`src/rtl/id_ex_stage.sv`:
```
// ID/EX pipeline register: captures decoded operands with writeback bypass,
// detects load-use hazards and inserts bubbles, with a saturating bubble counter.
module id_ex_stage #(
  parameter int CNT_W = 16
) (
  input  logic             clock_in,
  input  logic             reset,
  input  logic             stall,
  input  logic             flush,
  input  logic             id_valid,
  input  logic [31:0]      id_pc4,
  input  logic [4:0]       id_readReg1,
  input  logic [4:0]       id_readReg2,
  input  logic [31:0]      id_readData1,
  input  logic [31:0]      id_readData2,
  input  logic [4:0]       id_writeReg,
  input  logic [31:0]      id_imm,
  input  logic [9:0]       id_ctrl,
  input  logic             wb_regWrite,
  input  logic [4:0]       wb_writeReg,
  input  logic [31:0]      wb_writeData,
  output logic             ex_valid,
  output logic [31:0]      ex_pc4,
  output logic [31:0]      ex_readData1,
  output logic [31:0]      ex_readData2,
  output logic [31:0]      ex_imm,
  output logic [4:0]       ex_readReg1,
  output logic [4:0]       ex_readReg2,
  output logic [4:0]       ex_writeReg,
  output logic [9:0]       ex_ctrl,
  output logic             load_use_stall,
  output logic [CNT_W-1:0] bubble_count
);

  // Flow control: there is no valid/ready pair here. The ID instruction is
  // consumed on an edge where reset, flush, stall and load_use_stall are all
  // low; upstream must hold ID whenever stall or load_use_stall is high.

  localparam int MEMREAD_BIT = 8;

  logic             r_valid;
  logic [31:0]      r_pc4;
  logic [31:0]      r_readData1;
  logic [31:0]      r_readData2;
  logic [31:0]      r_imm;
  logic [4:0]       r_readReg1;
  logic [4:0]       r_readReg2;
  logic [4:0]       r_writeReg;
  logic [9:0]       r_ctrl;
  logic [CNT_W-1:0] r_bubble_count;

  logic             w_load_use;
  logic             w_byp_hit1;
  logic             w_byp_hit2;
  logic             w_refresh1;
  logic             w_refresh2;
  logic [31:0]      w_byp1;
  logic [31:0]      w_byp2;

  // $0 is hardwired zero in the register file, so it never takes a bypass.
  function automatic logic wb_hits(input logic [4:0] idx);
    return wb_regWrite && (wb_writeReg != 5'd0) && (wb_writeReg == idx);
  endfunction

  assign w_byp_hit1 = wb_hits(id_readReg1);
  assign w_byp_hit2 = wb_hits(id_readReg2);
  assign w_refresh1 = wb_hits(r_readReg1);
  assign w_refresh2 = wb_hits(r_readReg2);
  assign w_byp1     = w_byp_hit1 ? wb_writeData : id_readData1;
  assign w_byp2     = w_byp_hit2 ? wb_writeData : id_readData2;

  // Depends only on registered EX state and ID inputs; no path from wb_*.
  assign w_load_use = id_valid && r_valid && r_ctrl[MEMREAD_BIT] &&
                      (r_writeReg != 5'd0) &&
                      ((r_writeReg == id_readReg1) || (r_writeReg == id_readReg2));

  always_ff @(posedge clock_in) begin
    if (reset) begin
      r_valid        <= 1'b0;
      r_pc4          <= '0;
      r_readData1    <= '0;
      r_readData2    <= '0;
      r_imm          <= '0;
      r_readReg1     <= '0;
      r_readReg2     <= '0;
      r_writeReg     <= '0;
      r_ctrl         <= '0;
      r_bubble_count <= '0;
    end else if (flush) begin
      r_valid     <= 1'b0;
      r_pc4       <= '0;
      r_readData1 <= '0;
      r_readData2 <= '0;
      r_imm       <= '0;
      r_readReg1  <= '0;
      r_readReg2  <= '0;
      r_writeReg  <= '0;
      r_ctrl      <= '0;
    end else if (stall) begin
      // Held operands track writebacks so they are not stale on release.
      if (w_refresh1) r_readData1 <= wb_writeData;
      if (w_refresh2) r_readData2 <= wb_writeData;
    end else if (w_load_use) begin
      r_valid     <= 1'b0;
      r_pc4       <= '0;
      r_readData1 <= '0;
      r_readData2 <= '0;
      r_imm       <= '0;
      r_readReg1  <= '0;
      r_readReg2  <= '0;
      r_writeReg  <= '0;
      r_ctrl      <= '0;
      if (r_bubble_count != {CNT_W{1'b1}}) begin
        r_bubble_count <= r_bubble_count + CNT_W'(1);
      end
    end else begin
      r_valid     <= id_valid;
      r_pc4       <= id_pc4;
      r_readData1 <= w_byp1;
      r_readData2 <= w_byp2;
      r_imm       <= id_imm;
      r_readReg1  <= id_readReg1;
      r_readReg2  <= id_readReg2;
      r_writeReg  <= id_writeReg;
      r_ctrl      <= id_valid ? id_ctrl : 10'd0;
    end
  end

  assign ex_valid       = r_valid;
  assign ex_pc4         = r_pc4;
  assign ex_readData1   = r_readData1;
  assign ex_readData2   = r_readData2;
  assign ex_imm         = r_imm;
  assign ex_readReg1    = r_readReg1;
  assign ex_readReg2    = r_readReg2;
  assign ex_writeReg    = r_writeReg;
  assign ex_ctrl        = r_ctrl;
  assign load_use_stall = w_load_use;
  assign bubble_count   = r_bubble_count;

endmodule

```
`config.mk`:
```
export PLATFORM = sky130hd
export DESIGN_NAME = id_ex_stage
export DESIGN_NICKNAME = d
export VERILOG_FILES = /design/src/rtl/id_ex_stage.sv
export SDC_FILE = /design/constraint.sdc
export NUM_CORES = 1
export LEC_CHECK = 0
export CAP_MARGIN = 10
export CORE_AREA = 2 2 143 145
export CTS_CLUSTER_SIZE = 40
export DETAILED_ROUTE_END_ITERATION = 16
export DIE_AREA = 0 0 145 147
export HOLD_SLACK_MARGIN = 0.06
export PLACE_DENSITY = 0.72
export SYNTH_ARGS = -nofsm -noshare
export SYNTH_HDL_FRONTEND = slang
export SYNTH_SLANG_ARGS = --single-unit
```
`constraint.sdc`:
```
create_clock -name clock_in -period 2.8 [get_ports clock_in]
set_input_delay 0.84 -clock clock_in [delete_from_list [all_inputs] [get_ports clock_in]]
set_output_delay 0.84 -clock clock_in [all_outputs]
set_load 0.005 [all_outputs]
```
==> impl_metrics.json <==
{
  "outcome": "finished, final reports clean",
  "synth_nets": 915,
  "p_leak_nw": 4.24,
  "final.setup_skew_ns": 0.0112,
  "cts_tree": "yes",
  "vias_per_cell": 5.13,
  "rows": 52,
  "overflow": 0,
  "clk_pin_slew_worst_paths_ns": 0.07,
  "globalplace.congestion": 0.837,
  "wl_met3_mm": 2.60,
  "grt_pass1_wl_mm": 38.5,
  "chipHeight_um": 147,
  "drv_slew": 0,
  "combPwrFrac": 0.147,
  "max_freq_ghz": 0.369,
  "worstPathCellList": "dlygate4sd2_1 > xnor2_1 > nand3_2 > o22ai_4 > and2_4 > buf_6",
  "ys_ff_latch": 170,
  "period_share": 0.969,
  "dp_hpwl_mm": 17.9,
  "critPathSlowestCell": "dlygate4sd2_1",
  "fin_crit_ns": 2.71,
  "grt_usage": 0.226,
  "whs_path_depth": 1,
  "powerDensity_mw_per_mm2": 502,
  "syn-instance-count": 718,
  "final_cell_mix": "clkdlybuf4s50_1, dfxtp_1, o21ai_0",
  "reg2reg_depth": 5,
  "cts_root_buf": "clkbuf_16",
  "netlist_area_mm2": 0.00678,
  "crit_type": "in -> out",
  "first_global_vias": 6979,
  "p_clk_frac": 0.416,
  "p_int_mw": 4.40,
  "register_area_mm2": 0.00340,
  "antenna_found_initial": 1,
  "hp-class": "reg -> reg",
  "routed.top_layer": "met4",
  "numPortBuffers": 366,
  "cts-buffers-inserted": 17,
  "yosys.area.top_type": "dfxtp_1",
  "crit_required_ns": 1.96,
  "critPathArrivalTime_ns": 1.87,
  "clkLatencyLatePin_ns": 0.42,
  "timing.rr.end": "bubble_count[4]",
  "wl_mm": 24.8,
  "rrSetupSlack_ns": 0.50,
  "die-area_mm2": 0.0213,
  "peakVddDrop_mv": 0.414,
  "ant_nets": 0,
  "yosys-top-cells-area": "dfxtp_1, a22o_1, o21ai_0",
  "cts_hold_buf": 0,
  "p_sw_mw": 1.43,
  "nFillCells": 1776,
  "post-route-drc-count": 0,
  "ys_seq_area_frac": 0.502,
  "ys_types": 43,
  "diodes": 0,
  "multi_input_area_mm2": 0.00311,
  "drtIter0Drc": 332,
  "swShare": 0.246,
  "holdPathEnd": "ex_pc4[4]",
  "fin_setup_tns_ns": 0,
  "vias": 7011,
  "firstDrtPassIters": 5,
  "synth-edff-count": 0,
  "core-area_mm2": 0.0198,
  "start_util": 0.342,
  "min_from": "ex_pc4[4]",
  "nNetsFinal": 1282,
  "ys.warnings.count": 0,
  "seqPwrFrac": 0.437,
  "slew_headroom": 0.323,
  "tightest_slew_ns": 1.02,
  "cp_max_fo": 3,
  "syn2layout_area_growth_pct": 71.2,
  "wl_met1_mm": 9.54,
  "max_stage_delay_ns": 0.27,
  "cts_buffer_depth": 2,
  "yosysTopAreaCellShare": 0.502,
  "cap_violations": 0,
  "io_pins": 367,
  "cp-end-kind": "primary output",
  "rsz0062_at_grt": "false",
  "htree_levels": 4,
  "setup_viol": 0,
  "syn-mean-instance-area_um2": 9.44,
  "clkSinkCount": 170,
  "synth_ff_type": "dfxtp_1",
  "timing.rr.start": "bubble_count[6]",
  "hold_viol": 0,
  "grt_max_degree": 91,
  "fin_total_pwr_mw": 5.83,
  "die_w_um": 145,
  "cp-start-kind": "input port",
  "synth-async-reset-ratio": 0,
  "drive_above_1_share": 0.0920,
  "routed-wl-met2_mm": 12.0,
  "layout_commonest_cell": "clkdlybuf4s50_1",
  "startpoint": "id_readReg1[2]",
  "detail_route.wl_per_cell_um": 18.1
}
power by group through the flow:
stage                     Clock, mW  Combinational (mW)  Sequential, mW
after floorplan                   0               0.280            2.61
after global placement            0               0.856            2.60
after detailed placement          0               0.861            2.60
after CTS                      2.49               0.863            2.55
after global routing           2.59               0.921            2.56
final                          2.42               0.856            2.55
routing by layer:
layer  vias up  GRT usage
met5         -          0
met4         0     0.0708
met3        29     0.0870
met2       333      0.388
met1      3244      0.262
li1       3405          -
critical path: cells and delay by family:
family | cells | cell delay (ns)
xor+xnor | 1 | 0.18
buf+inv | 2 | 0.37
compound gates | 1 | 0.19
simple gates | 2 | 0.29
per-stage QoR:
| stage | worst slack (ns) | instances | utilization | area (µm²) | hold slack (ns) |
|---|---|---|---|---|---|
| 2_1_floorplan | 0.241 | 718 | - | 6780 | 0.466 |
| 5_1_grt | 0.0412 | 1368 | 0.585 | 11600 | 0.486 |
| 4_1_cts | 0.0839 | 1368 | 0.585 | 11600 | 0.479 |
| 3_3_place_gp | -0.640 | 1335 | 0.554 | 11000 | 0.455 |
| 6_report | 0.0864 | 1368 | 0.585 | 11600 | 0.477 |
| 3_5_place_dp | -0.638 | 1335 | 0.554 | 11000 | 0.455 |
cells in the mapped netlist (all sizes together), types with 2 or more instances:
cell	number
or4	2
or3	13
xnor2	22
a21oi	12
o21ai	141
nand3	14
nand4b	2
xor2	9
o41ai	2
and4	2
a21boi	2
a31oi	64
mux2	2
and3	2
and2	3
a22o	89
a211oi	2
nand2	70
nand4	4
nand2b	2
dfxtp	170
clkbuf	50
buf	17
nor4	2
nor2b	4
nor2	7
flip-flops by register name, summed over array words and instances, names as in the netlist:
register	cells
ex_readData1	32
ex_readReg2	5
ex_readReg1	5
ex_valid	1
ex_imm	32
bubble_count	16
ex_writeReg	5
ex_pc4	32
ex_ctrl	10
ex_readData2	32
area by class of cell:
cell class / instances / share of cell area
Sequential cell: 170 / 0.293
Multi-Input combinational cell: 480 / 0.268
Clock inverter: 13 / 0.0135
Timing Repair Buffer: 415 / 0.358
Inverter: 1 / 0.000323
Tap cell: 270 / 0.0291
Clock buffer: 19 / 0.0382
kinds of logic (layout without fill, tap and decap cells):
kind of cell / Yosys count / in the layout / share of synthesized area
compound gates: 316 / 316 / 0.312
flops: 170 / 170 / 0.502
simple gates: 129 / 129 / 0.0932
buf+inv: 68 / 448 / 0.0461
xor+xnor: 31 / 31 / 0.0400
mux: 3 / 3 / 0.00480
fa+ha+maj: 1 / 1 / 0.00185
worst max path at each step:
stage / depth (start not counted) / slack (ns) / end
floorplan: 8 / 0.24 / ex_readData2[1]
global placement: 6 / -0.64 / load_use_stall
detailed placement: 6 / -0.64 / load_use_stall
CTS: 6 / 0.08 / load_use_stall
global route: 9 / 0.04 / ex_readData2[3]
finish: 6 / 0.09 / load_use_stall
repair_timing:
item                                    in CTS  in global routing
endpoints found under the setup margin       1                  0
resized for setup                           19                  0
buffers inserted                             1                  0
No activity file was read; power rests on OpenSTA's default activity.
